[config.mk]
export PLATFORM = sky130hd
export DESIGN_NAME = apb4_cmd_master_flat
export DESIGN_NICKNAME = d
export VERILOG_FILES = /design/src/rtl/apb4_cmd_master_pkg.sv /design/src/rtl/apb4_cmd_master_if.sv /design/src/rtl/apb4_cmd_master_tmo.sv /design/src/rtl/dffer.sv /design/src/rtl/dffr.sv /design/src/rtl/apb4_cmd_master.sv /design/src/flat_wrapper.sv
export SDC_FILE = /design/constraint.sdc
export NUM_CORES = 1
export LEC_CHECK = 0
export CAP_MARGIN = 20
export CORE_ASPECT_RATIO = 0.75
export CORE_MARGIN = 4
export CORE_UTILIZATION = 40
export CTS_CLUSTER_DIAMETER = 150
export DETAILED_ROUTE_END_ITERATION = 16
export PLACE_DENSITY = 0.8
export SLEW_MARGIN = 20
export SYNTH_ARGS = -nofsm -noshare
export SYNTH_HDL_FRONTEND = slang
export SYNTH_SLANG_ARGS = --single-unit
export TNS_END_PERCENT = 20
[constraint.sdc]
create_clock -name clk_i -period 4 [get_ports clk_i]
set_input_delay 0.4 -clock clk_i [delete_from_list [all_inputs] [get_ports clk_i]]
set_output_delay 0.4 -clock clk_i [all_outputs]
set_load 0.01 [all_outputs]
[src/rtl/apb4_cmd_master_pkg.sv]
// Shared FSM state type and encoding for the APB4 command master.
package apb4_cmd_master_pkg;

   localparam logic [1:0] ST_IDLE   = 2'd0;
   localparam logic [1:0] ST_SETUP  = 2'd1;
   localparam logic [1:0] ST_ACCESS = 2'd2;
   localparam logic [1:0] ST_RESP   = 2'd3;

   typedef enum logic [1:0] {
      IDLE   = ST_IDLE,
      SETUP  = ST_SETUP,
      ACCESS = ST_ACCESS,
      RESP   = ST_RESP
   } state_e;

   function automatic logic is_bus_phase(input state_e s);
      return (s == SETUP) || (s == ACCESS);
   endfunction

endpackage

[src/rtl/apb4_cmd_master_if.sv]
// Command/response handshake and APB4 bus bundle; master = the command master's view.
interface apb4_cmd_master_if #(
   parameter int ADDR_WIDTH = 32,
   parameter int DATA_WIDTH = 32
);
   localparam int STRB_WIDTH = DATA_WIDTH / 8;

   logic                  cmd_valid_i;
   logic                  cmd_ready_o;
   logic                  cmd_write_i;
   logic [ADDR_WIDTH-1:0] cmd_addr_i;
   logic [DATA_WIDTH-1:0] cmd_wdata_i;
   logic [STRB_WIDTH-1:0] cmd_strb_i;
   logic [2:0]            cmd_prot_i;
   logic                  rsp_valid_o;
   logic                  rsp_ready_i;
   logic [DATA_WIDTH-1:0] rsp_rdata_o;
   logic                  rsp_err_o;
   logic                  rsp_timeout_o;
   logic [ADDR_WIDTH-1:0] paddr_o;
   logic [2:0]            pprot_o;
   logic                  psel_o;
   logic                  penable_o;
   logic                  pwrite_o;
   logic [DATA_WIDTH-1:0] pwdata_o;
   logic [STRB_WIDTH-1:0] pstrb_o;
   logic                  pready_i;
   logic [DATA_WIDTH-1:0] prdata_i;
   logic                  pslverr_i;

   modport master (
      input  cmd_valid_i, cmd_write_i, cmd_addr_i, cmd_wdata_i, cmd_strb_i, cmd_prot_i,
      input  rsp_ready_i, pready_i, prdata_i, pslverr_i,
      output cmd_ready_o, rsp_valid_o, rsp_rdata_o, rsp_err_o, rsp_timeout_o,
      output paddr_o, pprot_o, psel_o, penable_o, pwrite_o, pwdata_o, pstrb_o
   );

   modport slave (
      output cmd_valid_i, cmd_write_i, cmd_addr_i, cmd_wdata_i, cmd_strb_i, cmd_prot_i,
      output rsp_ready_i, pready_i, prdata_i, pslverr_i,
      input  cmd_ready_o, rsp_valid_o, rsp_rdata_o, rsp_err_o, rsp_timeout_o,
      input  paddr_o, pprot_o, psel_o, penable_o, pwrite_o, pwdata_o, pstrb_o
   );

endinterface

[src/rtl/apb4_cmd_master_tmo.sv]
// ACCESS-phase cycle counter; o_last flags the final permitted ACCESS cycle.
module apb4_cmd_master_tmo
   import apb4_cmd_master_pkg::*;
#(
   parameter int TIMEOUT_CYCLES = 255
) (
   input  logic i_clk,
   input  logic i_rst_n,
   input  logic i_count,
   output logic o_last
);
   localparam int CW = (TIMEOUT_CYCLES < 2) ? 1 : $clog2(TIMEOUT_CYCLES);

   logic [CW-1:0] r_cnt;
   logic [CW-1:0] w_cnt_next;

   // Counts completed ACCESS cycles; cleared whenever the FSM is elsewhere.
   assign w_cnt_next = i_count ? (r_cnt + 1'b1) : '0;

   dffr #(.W(CW)) u_cnt (
      .i_clk   (i_clk),
      .i_rst_n (i_rst_n),
      .i_d     (w_cnt_next),
      .o_q     (r_cnt)
   );

   assign o_last = i_count && (r_cnt == CW'(TIMEOUT_CYCLES - 1));

endmodule

[src/rtl/dffer.sv]
// Flip-flop with load enable and asynchronous active-low reset to RST_VAL.
module dffer #(
   parameter int           W       = 1,
   parameter logic [W-1:0] RST_VAL = '0
) (
   input  logic         i_clk,
   input  logic         i_rst_n,
   input  logic         i_en,
   input  logic [W-1:0] i_d,
   output logic [W-1:0] o_q
);
   always_ff @(posedge i_clk or negedge i_rst_n) begin
      if (!i_rst_n)  o_q <= RST_VAL;
      else if (i_en) o_q <= i_d;
   end
endmodule

[src/rtl/dffr.sv]
// Flip-flop with asynchronous active-low reset to RST_VAL.
module dffr #(
   parameter int           W       = 1,
   parameter logic [W-1:0] RST_VAL = '0
) (
   input  logic         i_clk,
   input  logic         i_rst_n,
   input  logic [W-1:0] i_d,
   output logic [W-1:0] o_q
);
   always_ff @(posedge i_clk or negedge i_rst_n) begin
      if (!i_rst_n) o_q <= RST_VAL;
      else          o_q <= i_d;
   end
endmodule

[src/rtl/apb4_cmd_master.sv]
// APB4 master driven by a valid/ready command port, one transaction outstanding.
// Optional ACCESS timeout enabled by macro APB4_CMD_MASTER_TIMEOUT_EN.
module apb4_cmd_master
   import apb4_cmd_master_pkg::*;
#(
   parameter int ADDR_WIDTH     = 32,
   parameter int DATA_WIDTH     = 32,
   parameter int TIMEOUT_CYCLES = 255
) (
   input  logic              clk_i,
   input  logic              rst_n_i,
   apb4_cmd_master_if.master bus
);
   localparam int STRB_WIDTH = DATA_WIDTH / 8;

   state_e                r_state;
   state_e                w_state_next;
   logic [1:0]            w_state_q;
   logic                  w_accept;
   logic                  w_done;
   logic                  w_tmo;

   logic                  r_pwrite;
   logic [ADDR_WIDTH-1:0] r_paddr;
   logic [2:0]            r_pprot;
   logic [DATA_WIDTH-1:0] r_pwdata;
   logic [STRB_WIDTH-1:0] r_pstrb;
   logic [DATA_WIDTH-1:0] w_wdata_d;
   logic [STRB_WIDTH-1:0] w_strb_d;

   logic [DATA_WIDTH-1:0] r_rdata;
   logic [DATA_WIDTH-1:0] w_rdata_d;
   logic                  r_err;
   logic                  r_timeout;

   dffr #(.W(2), .RST_VAL(ST_IDLE)) u_state (
      .i_clk   (clk_i),
      .i_rst_n (rst_n_i),
      .i_d     (w_state_next),
      .o_q     (w_state_q)
   );
   assign r_state = state_e'(w_state_q);

`ifdef APB4_CMD_MASTER_TIMEOUT_EN
   logic w_tmo_last;

   apb4_cmd_master_tmo #(.TIMEOUT_CYCLES(TIMEOUT_CYCLES)) u_tmo (
      .i_clk   (clk_i),
      .i_rst_n (rst_n_i),
      .i_count (r_state == ACCESS),
      .o_last  (w_tmo_last)
   );
   // A pready on the last permitted cycle still completes normally.
   assign w_tmo = w_tmo_last && !bus.pready_i;
`else
   logic w_unused_tmo_cfg;
   assign w_unused_tmo_cfg = (TIMEOUT_CYCLES == 0);
   assign w_tmo            = 1'b0;
`endif

   always_comb begin
      w_state_next = r_state;
      w_accept     = 1'b0;
      w_done       = 1'b0;
      case (r_state)
         IDLE: begin
            if (bus.cmd_valid_i) begin
               w_accept     = 1'b1;
               w_state_next = SETUP;
            end
         end
         SETUP:  w_state_next = ACCESS;
         ACCESS: begin
            if (bus.pready_i || w_tmo) begin
               w_done       = 1'b1;
               w_state_next = RESP;
            end
         end
         RESP: begin
            if (bus.rsp_ready_i) w_state_next = IDLE;
         end
         default: w_state_next = IDLE;
      endcase
   end

   // Reads present zero write data and strobes on the bus.
   assign w_wdata_d = bus.cmd_write_i ? bus.cmd_wdata_i : '0;
   for (genvar gi = 0; gi < STRB_WIDTH; gi++) begin : g_strb
      assign w_strb_d[gi] = bus.cmd_write_i & bus.cmd_strb_i[gi];
   end

   dffer #(.W(1)) u_pwrite (
      .i_clk(clk_i), .i_rst_n(rst_n_i), .i_en(w_accept), .i_d(bus.cmd_write_i), .o_q(r_pwrite)
   );
   dffer #(.W(ADDR_WIDTH)) u_paddr (
      .i_clk(clk_i), .i_rst_n(rst_n_i), .i_en(w_accept), .i_d(bus.cmd_addr_i), .o_q(r_paddr)
   );
   dffer #(.W(3)) u_pprot (
      .i_clk(clk_i), .i_rst_n(rst_n_i), .i_en(w_accept), .i_d(bus.cmd_prot_i), .o_q(r_pprot)
   );
   dffer #(.W(DATA_WIDTH)) u_pwdata (
      .i_clk(clk_i), .i_rst_n(rst_n_i), .i_en(w_accept), .i_d(w_wdata_d), .o_q(r_pwdata)
   );
   dffer #(.W(STRB_WIDTH)) u_pstrb (
      .i_clk(clk_i), .i_rst_n(rst_n_i), .i_en(w_accept), .i_d(w_strb_d), .o_q(r_pstrb)
   );

   assign w_rdata_d = (r_pwrite || w_tmo) ? '0 : bus.prdata_i;

   dffer #(.W(DATA_WIDTH)) u_rdata (
      .i_clk(clk_i), .i_rst_n(rst_n_i), .i_en(w_done), .i_d(w_rdata_d), .o_q(r_rdata)
   );
   dffer #(.W(1)) u_err (
      .i_clk(clk_i), .i_rst_n(rst_n_i), .i_en(w_done), .i_d(bus.pslverr_i | w_tmo), .o_q(r_err)
   );
   dffer #(.W(1)) u_timeout (
      .i_clk(clk_i), .i_rst_n(rst_n_i), .i_en(w_done), .i_d(w_tmo), .o_q(r_timeout)
   );

   assign bus.cmd_ready_o   = (r_state == IDLE);
   assign bus.psel_o        = is_bus_phase(r_state);
   assign bus.penable_o     = (r_state == ACCESS);
   assign bus.rsp_valid_o   = (r_state == RESP);
   assign bus.paddr_o       = r_paddr;
   assign bus.pprot_o       = r_pprot;
   assign bus.pwrite_o      = r_pwrite;
   assign bus.pwdata_o      = r_pwdata;
   assign bus.pstrb_o       = r_pstrb;
   assign bus.rsp_rdata_o   = r_rdata;
   assign bus.rsp_err_o     = r_err;
   assign bus.rsp_timeout_o = r_timeout;

endmodule

[src/flat_wrapper.sv]
// flat-port wrapper written by rule: the top's interface ports become plain ports
module apb4_cmd_master_flat import apb4_cmd_master_pkg::*;
#(
   parameter int ADDR_WIDTH     = 32,
   parameter int DATA_WIDTH     = 32,
   parameter int TIMEOUT_CYCLES = 255
)
  (clk_i, rst_n_i, bus_cmd_valid_i, bus_cmd_write_i, bus_cmd_addr_i, bus_cmd_wdata_i, bus_cmd_strb_i, bus_cmd_prot_i, bus_rsp_ready_i, bus_pready_i, bus_prdata_i, bus_pslverr_i, bus_cmd_ready_o, bus_rsp_valid_o, bus_rsp_rdata_o, bus_rsp_err_o, bus_rsp_timeout_o, bus_paddr_o, bus_pprot_o, bus_psel_o, bus_penable_o, bus_pwrite_o, bus_pwdata_o, bus_pstrb_o);
  apb4_cmd_master_if #(.ADDR_WIDTH(ADDR_WIDTH), .DATA_WIDTH(DATA_WIDTH)) bus_i ();
  input  logic clk_i;
  input  logic rst_n_i;
  input wire logic [$bits(bus_i.cmd_valid_i)-1:0] bus_cmd_valid_i;
  input wire logic [$bits(bus_i.cmd_write_i)-1:0] bus_cmd_write_i;
  input wire logic [$bits(bus_i.cmd_addr_i)-1:0] bus_cmd_addr_i;
  input wire logic [$bits(bus_i.cmd_wdata_i)-1:0] bus_cmd_wdata_i;
  input wire logic [$bits(bus_i.cmd_strb_i)-1:0] bus_cmd_strb_i;
  input wire logic [$bits(bus_i.cmd_prot_i)-1:0] bus_cmd_prot_i;
  input wire logic [$bits(bus_i.rsp_ready_i)-1:0] bus_rsp_ready_i;
  input wire logic [$bits(bus_i.pready_i)-1:0] bus_pready_i;
  input wire logic [$bits(bus_i.prdata_i)-1:0] bus_prdata_i;
  input wire logic [$bits(bus_i.pslverr_i)-1:0] bus_pslverr_i;
  output wire logic [$bits(bus_i.cmd_ready_o)-1:0] bus_cmd_ready_o;
  output wire logic [$bits(bus_i.rsp_valid_o)-1:0] bus_rsp_valid_o;
  output wire logic [$bits(bus_i.rsp_rdata_o)-1:0] bus_rsp_rdata_o;
  output wire logic [$bits(bus_i.rsp_err_o)-1:0] bus_rsp_err_o;
  output wire logic [$bits(bus_i.rsp_timeout_o)-1:0] bus_rsp_timeout_o;
  output wire logic [$bits(bus_i.paddr_o)-1:0] bus_paddr_o;
  output wire logic [$bits(bus_i.pprot_o)-1:0] bus_pprot_o;
  output wire logic [$bits(bus_i.psel_o)-1:0] bus_psel_o;
  output wire logic [$bits(bus_i.penable_o)-1:0] bus_penable_o;
  output wire logic [$bits(bus_i.pwrite_o)-1:0] bus_pwrite_o;
  output wire logic [$bits(bus_i.pwdata_o)-1:0] bus_pwdata_o;
  output wire logic [$bits(bus_i.pstrb_o)-1:0] bus_pstrb_o;
  assign bus_i.cmd_valid_i = bus_cmd_valid_i;
  assign bus_i.cmd_write_i = bus_cmd_write_i;
  assign bus_i.cmd_addr_i = bus_cmd_addr_i;
  assign bus_i.cmd_wdata_i = bus_cmd_wdata_i;
  assign bus_i.cmd_strb_i = bus_cmd_strb_i;
  assign bus_i.cmd_prot_i = bus_cmd_prot_i;
  assign bus_i.rsp_ready_i = bus_rsp_ready_i;
  assign bus_i.pready_i = bus_pready_i;
  assign bus_i.prdata_i = bus_prdata_i;
  assign bus_i.pslverr_i = bus_pslverr_i;
  assign bus_cmd_ready_o = bus_i.cmd_ready_o;
  assign bus_rsp_valid_o = bus_i.rsp_valid_o;
  assign bus_rsp_rdata_o = bus_i.rsp_rdata_o;
  assign bus_rsp_err_o = bus_i.rsp_err_o;
  assign bus_rsp_timeout_o = bus_i.rsp_timeout_o;
  assign bus_paddr_o = bus_i.paddr_o;
  assign bus_pprot_o = bus_i.pprot_o;
  assign bus_psel_o = bus_i.psel_o;
  assign bus_penable_o = bus_i.penable_o;
  assign bus_pwrite_o = bus_i.pwrite_o;
  assign bus_pwdata_o = bus_i.pwdata_o;
  assign bus_pstrb_o = bus_i.pstrb_o;
  apb4_cmd_master #(.ADDR_WIDTH(ADDR_WIDTH), .DATA_WIDTH(DATA_WIDTH), .TIMEOUT_CYCLES(TIMEOUT_CYCLES)) u_core (.clk_i(clk_i), .rst_n_i(rst_n_i), .bus(bus_i));
endmodule
After elaboration in Yosys (flattened, before gate mapping)
Index checks and enable logic that the tools add are counted.
{"block": "totals", "register_bits": 107, "in_bits": 110, "output_inout_bits": 110}
{"block": "classes", "eq_ne": 6, "muxes": 10, "n_bitwise": 4, "n_reduce_logical": 3}
{"cell": "$mux 32", "n": 2}
{"cell": "$pmux 2 s4", "n": 1}
{"cell": "$mux 2", "n": 3}
{"cell": "$ne 2x2->1 const B", "n": 3}
{"cell": "$and 1x1->1", "n": 4}
{"cell": "$eq 2x2->1 const B", "n": 2}
{"cell": "$mux 1", "n": 4}
{"cell": "$reduce_and 3->1", "n": 1}
{"cell": "$eq 2x1->1 const B", "n": 1}
{"cell": "$logic_not 2->1", "n": 1}
{"cell": "$logic_or 1x1->1", "n": 1}

Logic depth before layout (Yosys ltp)
Gate-level depths: netlist (run 1).
{"block": "depth", "word_depth": 3, "mapped_depth": 7, "mapped_depth_nobuf": 5}

Cells and area by module
Synthesis (run 1) repeated with hierarchy kept, for this count alone.
{"block": "hier_totals", "cells_unflattened": 315, "area_unflattened_um2": 5041.1}
{"module": "dffer (u_core.u_paddr ...)", "instances": 3, "cells_each": 68, "area_each_um2": 1345.0, "seq_area_each_um2": 800.8}
{"module": "apb4_cmd_master", "instances": 1, "cells_each": 89, "area_each_um2": 581.8, "seq_area_each_um2": 0.0}
{"module": "dffer (u_core.u_pstrb)", "instances": 1, "cells_each": 8, "area_each_um2": 145.1, "seq_area_each_um2": 100.1}
{"module": "dffer (u_core.u_err ...)", "instances": 3, "cells_each": 2, "area_each_um2": 40.0, "seq_area_each_um2": 25.0}
{"module": "dffer (u_core.u_pprot)", "instances": 1, "cells_each": 6, "area_each_um2": 108.9, "seq_area_each_um2": 75.1}
{"module": "dffr", "instances": 1, "cells_each": 2, "area_each_um2": 50.0, "seq_area_each_um2": 50.0}

Least setup slack after synthesis (run 1)
Ideal clock, no wire load.
{"block": "synth_timing", "path_kind": "reg-to-reg", "startpoint": "reg u_core.u_state.o_q[0]", "endpoint": "reg u_core.u_paddr.o_q[10]", "setup_ns": 0.125, "arrival_ns": 1.346, "required_ns": 3.875, "setup_slack_ns": 2.529, "path_stages_with_launch": 6, "n_path_buf": 1, "period_less_slack_ns": 1.471, "path_cell_list": "dfrtp_1 > inv_1 > ha_1 > nand2_2 > buf_6 > mux2_4"}
{"block": "synth_between", "elab_chain_len": 2}
{"element": "start: declaration", "line_no": "dffr.sv:9", "rtl": "output logic [W-1:0] o_q"}
{"element": "start signal: assignment", "line_no": "dffr.sv:13", "rtl": "else o_q <= i_d;"}
{"element": "$logic_not 2->1"}
{"element": "named net bus_cmd_ready_o", "line_no": "flat_wrapper.sv:22", "rtl": "output wire logic [$bits(bus_i.cmd_ready_o)-1:0] bus_cmd_ready_o;"}
{"element": "$mux 1", "line_no": "apb4_cmd_master.sv:65", "rtl": "case (r_state)"}
{"element": "end signal: assignment", "line_no": "dffer.sv:14", "rtl": "else if (i_en) o_q <= i_d;"}
{"element": "end: declaration", "line_no": "dffer.sv:10", "rtl": "output logic [W-1:0] o_q"}
The timed path passes the listed nets, and every way through them passes these cells.
A chain may end at the register's enable or synchronous reset.

Final worst setup path (run 1)
{"block": "layout_timing", "startpoint": "reg u_core.u_pwrite.o_q", "endpoint": "out bus_pwrite_o"}
{"element": "start: declaration", "line_no": "dffer.sv:10"}
{"element": "start signal: assignment", "line_no": "dffer.sv:14"}
{"element": "end: declaration", "line_no": "flat_wrapper.sv:31", "rtl": "output wire logic [$bits(bus_i.pwrite_o)-1:0] bus_pwrite_o;"}
No word-level cell between the ends.

==> impl_results.md, run 1 <==
- Switching fraction of total power: 0.321
- Reg2reg end: u_core.u_pprot.o_q[1]
- Post-route insts no fill: 738
- Number of antenna violations at the first check in global routing: 0
- Number of remaining DRC errors: 0
- Critical path data required time: 3600 ps
- Remaining Overflow, GRT: 0
- Vias post-DR: 3,409
- Power share of the sequential group: 0.368
- Worst Setup Slack, final: 1680 ps
- Outcome: finished, final reports clean
- Count of pins over their slew limit: 0
- H-Tree Level Count: 3
- Syn-to-layout area delta: 57.4%
- Number of cells in the design after placement: 721
- Worst hold-check path type: primary input to async pin
- Power Total: 5260 uW
- Reg-to-reg setup timing slack: 1850 ps
- Initial drt markers: 127
- Cell family contributing the most delay on the critical path: flip-flops
- Critical path startpoint: u_core.u_pwrite.o_q
- Final Core Density: 0.662
- Wire length of the first global-routing pass: 18.9 mm
- Worst slack at placement: 1670 ps
- Count of flip-flops with a built-in enable after synthesis: 0
- Area enclosed by the die boundary: 12,800 um^2
- Fraction of registers with async set/reset: 1.00
- Type of origin of the critical path: flop
- Die boundary width: 129 um
- Worst path bufs/invs: 1
- Clock sinks: 107
- Final worst path period share: 0.579
- Multi-input combinational cell area: 1580 um^2
- FF+latch count, synth: 107
- Combined global-route utilization of all metal layers: 0.185
- Top_reg_cell synth: sky130_fd_sc_hd__dfrtp_1
- Cell variety after synth: 17
- Most numerous cell in the Yosys netlist: sky130_fd_sc_hd__dfrtp_1
- Worst setup EP type: output pin
- Relative contribution of the clock network to total power: 0.157
- YS warnings: 0
- Fillers: 802
- Most used standard cells in the synthesized netlist: sky130_fd_sc_hd__dfrtp_1 (107), sky130_fd_sc_hd__nand2_1 (105), sky130_fd_sc_hd__o21ai_0 (68)
- Post-Syn Area per Cell: 11.4 um^2
- Maximum capacitance violations: 0
- Vias per inst: 4.62
- Path length in cells of the critical path: 1
- Post-DP HPWL: 8.93 mm
- Power Internal: 3570 uW
- Post-CTS setup buffers: 0
- Cell chain of the critical path: clkdlybuf4s50_1
- Library cell with the largest summed area after synthesis: sky130_fd_sc_hd__dfrtp_1
- Netlist area before placement: 4430 um^2
- Share of synthesized area occupied by flip-flops and latches: 0.605
- Fraction of final layout cells with drive strength greater than 1: 0.103
- Die outline height: 99.1 um
- Count of hold-fix buffers inserted at cts: 0
- Total count of hold-check failures in the final report: 0
- Worst setup endpoint: bus_pwrite_o
- Final critical path time including I/O delays and setup: 2320 ps
- Switching power of the nets: 1690 uW
- Initial Util: 0.420
- Max Freq: 432 MHz
- Startpoint-to-endpoint class of the critical path: flop to output pin
- Number of input and output port buffers inserted: 218
- Reg2Reg Launch Point: u_core.u_state.o_q[0]
- Post-cts repair resize count: 0
- Maximum fanout encountered on the critical timing path: 34
- Worst-Skew Late Latency: 330 ps
- Via count of the first global-routing pass: 3,648
- Final Setup Violations: 0
- Largest net degree at the start of global routing: 67
- Storage cell area: 2680 um^2
- Root buf cell: sky130_fd_sc_hd__clkbuf_16
- Setup TNS: 0 ps
- Worst reg2reg path depth: 5
- Combinational cell fraction of total power: 0.476
- Yosys top cell area share: 0.605
- Final weighted congestion in routability-driven placement: 0.814
- Number of top-level pins: 220
- Buffer levels on the longest clock path: 2
- First-pass detailed-route iteration total: 4
- Max-Slew Margin vs Limit: 0.410
- Cell with the largest stage delay on the worst path: sky130_fd_sc_hd__dfrtp_1
- Most area-consuming cells after synthesis: sky130_fd_sc_hd__dfrtp_1 (61%), sky130_fd_sc_hd__mux2_4 (12%), sky130_fd_sc_hd__nand2_1 (8.9%)
- Number of cells produced by synthesis: 388
- Crit path largest cell delay: 890 ps
- Unrepaired setup endpoints after global routing: no
- Worst-case vdd ir drop: 0.000448 V
- Leakage power summed over all cells: 0.00313 uW
- Placement Rows: 32
- Drt wl/cell: 16.0 um
- CTS tree: done
- Final worst clock skew: 5.36 ps
- Nets: 710
- Actual transition at the worst max-transition pin: 885 ps
- Core Area: 10,500 um^2
- Number of buffers added by the clock tree synthesis step: 9
- Clk pin slew, worst setup/hold paths: 70 ps
- Post-route ant nets: 0
- Arr. time, crit path: 1920 ps
- Final wirelength: 11.8 mm
- Ratio of total power to cell area: 755 nW/um^2
- Total nets after synthesis: 501
- Number of antenna cells inserted: 0
## state kept, by name, summed over array words and instances, names as in the netlist
name,count
u_core.u_err.o_q,1
u_core.u_paddr.o_q,32
u_core.u_pprot.o_q,3
u_core.u_pstrb.o_q,4
u_core.u_pwdata.o_q,32
u_core.u_pwrite.o_q,1
u_core.u_rdata.o_q,32
u_core.u_state.o_q,2
## how the worst min path moves through the flow
stage,start,to,slack [ps],cells past startpoint
CTS,rst_n_i,u_core.u_rdata.o_q[9],200,2
detailed placement,u_core.u_pstrb.o_q[1],u_core.u_pstrb.o_q[1],470,2
global route,rst_n_i,u_core.u_err.o_q,230,2
global placement,u_core.u_pwdata.o_q[17],u_core.u_pwdata.o_q[17],460,2
floorplan,rst_n_i,u_core.u_err.o_q,100,0
finish,rst_n_i,u_core.u_rdata.o_q[11],180,2
## area by class of cell
| type | instances | share of cell area |
|---|---|---|
| timing repair buffer | 224 | 0.322 |
| tap | 136 | 0.0244 |
| sequential | 107 | 0.384 |
| inverter | 4 | 0.00216 |
| clock buffer | 11 | 0.0348 |
| multi-input combinational | 251 | 0.227 |
| clock inverter | 5 | 0.00557 |
## per-stage QoR
stage / instance area, um^2 / hold WS [ps]
3_5_place_dp: 6670 / 470
2_1_floorplan: 4430 / 104
5_1_grt: 6970 / 234
6_report: 6970 / 177
4_1_cts: 6960 / 204
3_3_place_gp: 6670 / 461
## power by group through the flow
stage                     registers [uW]  clock network [uW]  logic [uW]
final                               1930                 823        2500
after global routing                2010                 893        2700
after CTS                           1930                 852        2540
after detailed placement            1950                   0        2530
after global placement              1920                   0        2470
after floorplan                     2130                   0         925
## logic make-up (layout without fill, tap and decap cells)
group,Yosys count,in the layout,share of synthesized area
AOI/OAI and AO/OA,70,70,0.0826
adders and majority gates,3,3,0.00848
buffers and inverters,30,244,0.0387
DFF,107,107,0.605
muxes,38,38,0.127
other,1,1,0.000847
and+or+nand+nor,139,139,0.137
## routing by layer
layer	up-vias	track usage	routed length [um]
li1	1679	-	-
met4	0	0.0535	218
met3	15	0.0687	1050
met2	136	0.302	5520
met1	1579	0.231	5020
met5	-	0	0
## cells in the final DEF (no fill, tap or decap), drive strengths merged
cell / Yosys / final
clkdlybuf4s50: 0 / 217
dfrtp: 107 / 107
nand2: 106 / 106
o21ai: 68 / 68
mux2: 38 / 38
nand2b: 32 / 32
clkbuf: 13 / 11
buf: 13 / 7
inv: 4 / 4
clkinv: 0 / 4
ha: 3 / 3
nor2b: 1 / 1
a221oi: 1 / 1
o32a: 1 / 1
conb: 1 / 1
clkinvlp: 0 / 1
Power figures use the tool's default switching activity.
==> inputs of run 2 (changes only) <==
Settings changed: CORE_UTILIZATION 40 to 36, PLACE_DENSITY 0.8 to 0.76.
Clock period 4 ns to 2.1 ns, I/O delays scaled along.
==> run 2 against run 1 <==
Effect of this change:
- worst hold slack improved by 210 ps
- setup slack worse by 1500 ps
- non-clock buffer count rose by 4
- power grew 92%
- design area rose by 1.2%
- flip-flop and latch count is the same
- sequential share of layout area is 0.46 points lower
- global-route usage down 1.8 points
- clock-buffer cell count is 1 lower
- combinational power rose by 96%
- first-iteration DRC count is 17% higher
- critical endpoint is now bus_cmd_ready_o
- largest cell class unchanged
==> impl_results.md, run 2 (synthesized netlist as in run 1, its figures left out) <==
- Vias post-DR: 3,489 (was 3,409)
- Hold Worst Slack: 388 ps (was 177 ps)
- Initial drt markers: 148 (was 127)
- Storage cell area: 2680 um^2 (unchanged)
- Post-route ant nets: 0 (unchanged)
- Fraction of final layout cells with drive strength greater than 1: 0.106 (was 0.103)
- Type of origin of the critical path: flop (unchanged)
- Via count of the first global-routing pass: 3,656 (was 3,648)
- Core Area: 11,800 um^2 (was 10,500 um^2)
- Placement Rows: 34 (was 32)
- Startpoint-to-endpoint class of the critical path: flop to output pin (unchanged)
- Number of input and output port buffers inserted: 218 (unchanged)
- Post-DP HPWL: 9.25 mm (was 8.93 mm)
- Final critical path time including I/O delays and setup: 1900 ps
- Number of remaining DRC errors: 0 (unchanged)
- Post-CTS setup buffers: 0 (unchanged)
- Clock sinks: 107 (unchanged)
- Final worst clock skew: 6.52 ps (was 5.36 ps)
- Max Freq: 526 MHz
- Buffer levels on the longest clock path: 2 (unchanged)
- CTS tree: done (unchanged)
- Worst hold-check path type: primary input to async pin (unchanged)
- Worst reg2reg path depth: 5 (unchanged)
- Most frequent standard cell in the layout excluding fill and tap cells: sky130_fd_sc_hd__clkdlybuf4s50_1 (unchanged)
- Reg2reg end: u_core.u_rdata.o_q[6] (was u_core.u_pprot.o_q[1])
- Total count of hold-check failures in the final report: 0 (unchanged)
- Unrepaired setup endpoints after global routing: no (unchanged)
- Die boundary width: 136 um (was 129 um)
- Area enclosed by the die boundary: 14,100 um^2 (was 12,800 um^2)
- Final Setup Violations: 0 (unchanged)
- Multi-input combinational cell area: 1580 um^2 (unchanged)
- Actual transition at the worst max-transition pin: 499 ps (was 885 ps)
- Wire length of the first global-routing pass: 18.9 mm (unchanged)
- Registers with the highest flip-flop counts: u_core.u_paddr.o_q x32, u_core.u_pwdata.o_q x32, u_core.u_rdata.o_q x32 (unchanged)
- Leakage power summed over all cells: 0.00316 uW (was 0.00313 uW)
- Max-Slew Margin vs Limit: 0.666 (was 0.410)
- Nets: 714 (was 710)
- Largest net degree at the start of global routing: 57 (was 67)
- Number of buffers added by the clock tree synthesis step: 9 (unchanged)
- Root buf cell: sky130_fd_sc_hd__clkbuf_16 (unchanged)
- Worst setup EP type: output pin (unchanged)
- Number of top-level pins: 220 (unchanged)
- Number of antenna violations at the first check in global routing: 0 (unchanged)
- Setup TNS: 0 ps (unchanged)
- Vias per inst: 4.55 (was 4.62)
- Syn-to-layout area delta: 59.3% (was 57.4%)
- Drt wl/cell: 15.7 um (was 16.0 um)
- Clk pin slew, worst setup/hold paths: 70 ps (about the same)
- Final weighted congestion in routability-driven placement: 0.763 (was 0.814)
- Worst-Skew Late Latency: 330 ps (about the same)
- Final wirelength: 12.0 mm (was 11.8 mm)
- Fillers: 972 (was 802)
- Count of pins over their slew limit: 0 (unchanged)
- Highest-count cells in the layout ignoring fill and taps: sky130_fd_sc_hd__clkdlybuf4s50_1 (217), sky130_fd_sc_hd__dfrtp_1 (107), sky130_fd_sc_hd__nand2_1 (105), sky130_fd_sc_hd__o21ai_0 (68), sky130_fd_sc_hd__mux2_4 (36) (unchanged)
- Reg2Reg Launch Point: u_core.u_state.o_q[0] (unchanged)
- Critical path data required time: 1890 ps (was 3600 ps)
- Outcome: finished, final reports clean (unchanged)
- H-Tree Level Count: 3 (unchanged)
- Die outline height: 104 um (was 99.1 um)
- Arr. time, crit path: 1690 ps (was 1920 ps)
- Final Core Density: 0.596 (was 0.662)
- Ratio of total power to cell area: 1430 nW/um^2 (was 755 nW/um^2)
- Reg-to-reg setup timing slack: 410 ps (was 1850 ps)
- Maximum capacitance violations: 0 (unchanged)
- First-pass detailed-route iteration total: 5 (was 4)
- Number of antenna cells inserted: 0 (unchanged)
- Worst-case vdd ir drop: 0.000666 V (was 0.000448 V)
- Initial Util: 0.374 (was 0.420)
- Combined global-route utilization of all metal layers: 0.167 (was 0.185)
- Final worst path period share: 0.906
- Remaining Overflow, GRT: 0 (unchanged)
- Maximum fanout encountered on the critical timing path: 4 (was 34)
[run 2: changes by cell type in the layout (fill, tap and decap cells not counted), sizes merged]
cell,change
buf,+3
dlygate4sd3,+1
clkinv,-2
clkbuf,-1
inv,+2
[run 2: metal layers]
metal,GRT usage,up-vias,routed length [um]
li1,-,1685,-
met5,0,-,0
met1,0.211,1663,5190
met4,0.0360,0,157
met2,0.283,129,5880
met3,0.0493,12,798
[run 2: report_power, final]
group	total [uW]	internal [uW]	leakage, uW	switching (uW)
clock	1560	808	0.000129	751
sequential	3640	3060	0.00135	587
combinational	4890	2940	0.00168	1950
[run 2: cell type report]
type	instances	share of cell area
flip-flops and latches	107	0.380
repair buffers	228	0.327
multi-input cells	251	0.224
clock buffers	10	0.0325
well taps	162	0.0287
clock inverters	5	0.00550
inverters	4	0.00213
[run 2: worst max-delay path by stage]
stage	start	end	slack, ps
finish	u_core.u_state.o_q[0]	bus_cmd_ready_o	200
global placement	bus_cmd_valid_i	u_core.u_pprot.o_q[0]	460
floorplan	u_core.u_state.o_q[0]	u_core.u_paddr.o_q[10]	630
CTS	u_core.u_state.o_q[0]	bus_cmd_ready_o	180
detailed placement	u_core.u_state.o_q[0]	u_core.u_rdata.o_q[2]	450
global route	u_core.u_state.o_q[0]	bus_cmd_ready_o	130
[run 2: metrics by stage]
step,instances,worst slack [ps],cell area [um^2],total power (uW)
final,767,198,7050,10100
after floorplan,388,629,4430,5820
after detailed placement,751,450,6770,8620
after global placement,751,462,6770,8450
after CTS,767,176,7050,10200
after global routing,767,134,7050,10700
[run 2: repair_timing]
action / CTS / global route
resized for setup: 0 / 0
hold buffers: 1 / 0
hold endpoints to repair: 35 / 0
[run 2: worst max-delay path, cell delays in order, from the launching register on]
cell and delay (ps):
sky130_fd_sc_hd__dfrtp_1 400, sky130_fd_sc_hd__inv_1 90, sky130_fd_sc_hd__ha_1 270, sky130_fd_sc_hd__clkdlybuf4s50_1 600
==> inputs of run 3 (changes only) <==
Settings changed: CORE_UTILIZATION 36 to 38, SLEW_MARGIN 20 to default, SYNTH_HIERARCHICAL from default to 1.
==> run 3 against run 2 <==
Effect of this change:
- worst hold slack better by 6.7 ps
- sequential share of layout area shrank 2.7 points
- first-iteration DRC count shrank 47%
- synthesized cell count decreased by 19%
- clock power rose by 12%
- sequential power about the same
- global-route usage is 0.44 points lower
- critical path depth did not move
- non-clock buffer count grew 3
- highest routed layer unchanged
==> impl_results.md, run 3 <==
- Netlist area before placement: 5040 um^2 (was 4430 um^2)
- Number of buffers added by the clock tree synthesis step: 9 (unchanged)
- Fillers: 1,015 (was 972)
- Initial drt markers: 78 (was 148)
- Most used standard cells in the synthesized netlist: sky130_fd_sc_hd__dfrtp_1 (108), sky130_fd_sc_hd__mux2_4 (93), sky130_fd_sc_hd__and2_1 (38) (was sky130_fd_sc_hd__dfrtp_1 (107), sky130_fd_sc_hd__nand2_1 (105), sky130_fd_sc_hd__o21ai_0 (68))
- Worst-Skew Late Latency: 330 ps (about the same)
- Via count of the first global-routing pass: 3,653 (was 3,656)
- Worst hold-check path type: primary input to async pin (unchanged)
- Total count of hold-check failures in the final report: 0 (unchanged)
- Number of input and output port buffers inserted: 219 (was 218)
- Hold Worst Slack: 395 ps (was 388 ps)
- Most numerous cell in the Yosys netlist: sky130_fd_sc_hd__dfrtp_1 (unchanged)
- Nets: 652 (was 714)
- Storage cell area: 2700 um^2 (was 2680 um^2)
- Share of synthesized area occupied by flip-flops and latches: 0.536 (was 0.605)
- Worst-case vdd ir drop: 0.000845 V (was 0.000666 V)
- Top_reg_cell synth: sky130_fd_sc_hd__dfrtp_1 (unchanged)
- Outcome: finished, final reports clean (unchanged)
- Vias post-DR: 3,249 (was 3,489)
- Count of pins over their slew limit: 0 (unchanged)
- Cell Area, Placed: 7340 um^2 (was 6770 um^2)
- Initial Util: 0.389 (was 0.374)
- Total nets after synthesis: 428 (was 501)
- Post-cts repair resize count: 0 (unchanged)
- Clock sinks: 108 (was 107)
- Maximum fanout encountered on the critical timing path: 6 (was 4)
- Fraction of registers with async set/reset: 1.00 (unchanged)
- Number of antenna cells inserted: 0 (unchanged)
- Worst slack at placement: 236 ps (was 450 ps)
- Combined global-route utilization of all metal layers: 0.163 (was 0.167)
- Placement Rows: 36 (was 34)
- Core Area: 13,000 um^2 (was 11,800 um^2)
- YS warnings: 6 (was 0)
- Setup TNS: 0 ps (unchanged)
- Startpoint-to-endpoint class of the critical path: flop to output pin (unchanged)
- Root buf cell: sky130_fd_sc_hd__clkbuf_16 (unchanged)
- Highest-count cells in the layout ignoring fill and taps: sky130_fd_sc_hd__clkdlybuf4s50_1 (218), sky130_fd_sc_hd__dfrtp_1 (108), sky130_fd_sc_hd__mux2_4 (93), sky130_fd_sc_hd__and2_1 (36), sky130_fd_sc_hd__nor2b_1 (32) (was sky130_fd_sc_hd__clkdlybuf4s50_1 (217), sky130_fd_sc_hd__dfrtp_1 (107), sky130_fd_sc_hd__nand2_1 (105), sky130_fd_sc_hd__o21ai_0 (68), sky130_fd_sc_hd__mux2_4 (36))
- H-Tree Level Count: 3 (unchanged)
- Unrepaired setup endpoints after global routing: no (unchanged)
- Worst setup EP type: output pin (unchanged)
- Final wirelength: 12.4 mm (was 12.0 mm)
- Reg2Reg Launch Point: u_core/u_state/o_q[0] (was u_core.u_state.o_q[0])
- Actual transition at the worst max-transition pin: 547 ps (was 499 ps)
- Max-Slew Margin vs Limit: 0.635 (was 0.666)
- Area of all placed cells without fillers: 7650 um^2 (was 7050 um^2)
- Buffer levels on the longest clock path: 2 (unchanged)
- Type of origin of the critical path: flop (unchanged)
- Post-route ant nets: 0 (unchanged)
- Post-Syn Area per Cell: 16.0 um^2 (was 11.4 um^2)
- CTS tree: done (unchanged)
- Final Setup Violations: 0 (unchanged)
- Drt wl/cell: 17.3 um (was 15.7 um)
- Number of remaining DRC errors: 0 (unchanged)
- Remaining Overflow, GRT: 0 (unchanged)
- Max Freq: 524 MHz (was 526 MHz)
- Final worst path period share: 0.909 (was 0.906)
- Number of top-level pins: 220 (unchanged)
- Multi-input combinational cell area: 2090 um^2 (was 1580 um^2)
- Ratio of total power to cell area: 1420 nW/um^2 (was 1430 nW/um^2)
- Arr. time, crit path: 1700 ps (was 1690 ps)
- Number of cells produced by synthesis: 315 (was 388)
- First-pass detailed-route iteration total: 4 (was 5)
- Count of flip-flops with a built-in enable after synthesis: 0 (unchanged)
- Final critical path time including I/O delays and setup: 1910 ps (was 1900 ps)
- Die boundary width: 141 um (was 136 um)
- Vias per inst: 4.54 (was 4.55)
- Critical path startpoint: u_core/u_state/o_q[0] (was u_core.u_state.o_q[0])
- Worst Setup Slack, final: 192 ps (was 198 ps)
- Clk pin slew, worst setup/hold paths: 70 ps (about the same)
- Most area-consuming cells after synthesis: sky130_fd_sc_hd__dfrtp_1 (54%), sky130_fd_sc_hd__mux2_4 (28%), sky130_fd_sc_hd__and2_1 (4.7%) (was sky130_fd_sc_hd__dfrtp_1 (61%), sky130_fd_sc_hd__mux2_4 (12%), sky130_fd_sc_hd__nand2_1 (8.9%))
- Cell variety after synth: 19 (was 17)
- Wire length of the first global-routing pass: 19.7 mm (was 18.9 mm)
- Most frequent standard cell in the layout excluding fill and tap cells: sky130_fd_sc_hd__clkdlybuf4s50_1 (unchanged)
- Largest net degree at the start of global routing: 48 (was 57)
- Die outline height: 108 um (was 104 um)
- Critical path data required time: 1890 ps (about the same)
- Count of hold-fix buffers inserted at cts: 1 (unchanged)
- Number of antenna violations at the first check in global routing: 0 (unchanged)
- Syn-to-layout area delta: 51.8% (was 59.3%)
- Yosys top cell area share: 0.536 (was 0.605)
- Leakage power summed over all cells: 0.00338 uW (was 0.00316 uW)
- Library cell with the largest summed area after synthesis: sky130_fd_sc_hd__dfrtp_1 (unchanged)
- Area enclosed by the die boundary: 15,200 um^2 (was 14,100 um^2)
- Post-CTS setup buffers: 0 (unchanged)
- Final worst clock skew: 5.16 ps (was 6.52 ps)
- Post-DP HPWL: 9.19 mm (was 9.25 mm)
- Maximum capacitance violations: 0 (unchanged)
- Fraction of final layout cells with drive strength greater than 1: 0.254 (was 0.106)
- Final weighted congestion in routability-driven placement: 0.804 (was 0.763)
- FF+latch count, synth: 108 (was 107)
- Registers with the highest flip-flop counts: u_core/u_paddr/o_q x32, u_core/u_pwdata/o_q x32, u_core/u_rdata/o_q x32 (was u_core.u_paddr.o_q x32, u_core.u_pwdata.o_q x32, u_core.u_rdata.o_q x32)
==> run 3: cell types whose count changed after synthesis, moves of 2 or more <==
| cell | previous run | this run |
|---|---|---|
| sky130_fd_sc_hd__buf_12 | 0 | 9 |
| sky130_fd_sc_hd__and2_1 | 0 | 38 |
| sky130_fd_sc_hd__clkbuf_2 | 0 | 3 |
| sky130_fd_sc_hd__inv_1 | 4 | 2 |
| sky130_fd_sc_hd__buf_6 | 6 | 3 |
| sky130_fd_sc_hd__o21ai_0 | 68 | 0 |
| sky130_fd_sc_hd__nand2_1 | 105 | 0 |
| sky130_fd_sc_hd__clkbuf_1 | 13 | 0 |
| sky130_fd_sc_hd__mux2_4 | 36 | 93 |
| sky130_fd_sc_hd__buf_2 | 5 | 3 |
| sky130_fd_sc_hd__nor2b_1 | 1 | 32 |
| sky130_fd_sc_hd__mux2_2 | 2 | 13 |
| sky130_fd_sc_hd__nand2b_1 | 32 | 0 |
| sky130_fd_sc_hd__buf_4 | 2 | 0 |
==> run 3: metrics by stage <==
stage | util | instances | power [uW]
after detailed placement | 0.566 | 698 | 9210
after global routing | 0.590 | 715 | 11500
after CTS | 0.590 | 715 | 11000
after floorplan | - | 315 | 6590
after global placement | 0.566 | 698 | 9070
final | 0.590 | 715 | 10900
==> run 3: critical path: stages, from the launching register on <==
cell	delay, ps
sky130_fd_sc_hd__dfrtp_1	420
sky130_fd_sc_hd__inv_1	100
sky130_fd_sc_hd__ha_1	270
sky130_fd_sc_hd__clkdlybuf4s50_1	580
==> run 3: final cells by class <==
type                       count  area share
clock inverter                 7      0.0105
timing repair buffer         231       0.305
tap                          171      0.0280
sequential                   108       0.353
inverter                       2    0.000981
multi-input combinational    187       0.273
clock buffer                   9      0.0294
==> run 3: worst paths after layout <==
check | end | slack, ps | cells after the start
worst max register to register | u_core/u_paddr/o_q[9] | 190 | 5
max in group asynchronous | u_core/u_pwdata/o_q[15] | 1030 | 3
worst min-delay path | u_core/u_rdata/o_q[3] | 390 | 2
worst min register to register | u_core/u_pprot/o_q[1] | 510 | 1
worst max-delay path | bus_cmd_ready_o | 190 | 3
min in group clk_i | u_core/u_paddr/o_q[1] | 480 | 2
==> run 3: cells by family (layout without fill, tap and decap cells) <==
logic type	after synthesis	in the layout	synth area share
AO/OA/AOI/OAI	3	3	0.00571
AND/OR/NAND/NOR	74	74	0.0941
multiplexers	106	106	0.306
adder cells (fa/ha/maj)	3	3	0.00745
flip-flops	108	108	0.536
other	1	1	0.000744
buffers and inverters	20	249	0.0499
==> run 3: layer usage <==
layer / GRT usage / wire [um] / vias up
li1: - / - / 1504
met1: 0.210 / 5450 / 1591
met2: 0.264 / 5690 / 137
met3: 0.0560 / 1010 / 17
met4: 0.0415 / 208 / 0
met5: 0 / 0 / -
==> run 3: power breakdown <==
part / leakage, uW / internal (uW) / total, uW / switching [uW]
sequential: 0.00135 / 3060 / 3660 / 599
clock: 0.000154 / 947 / 1740 / 790
combinational: 0.00187 / 3580 / 5490 / 1910
total: 0.00338 / 7590 / 10900 / 3290
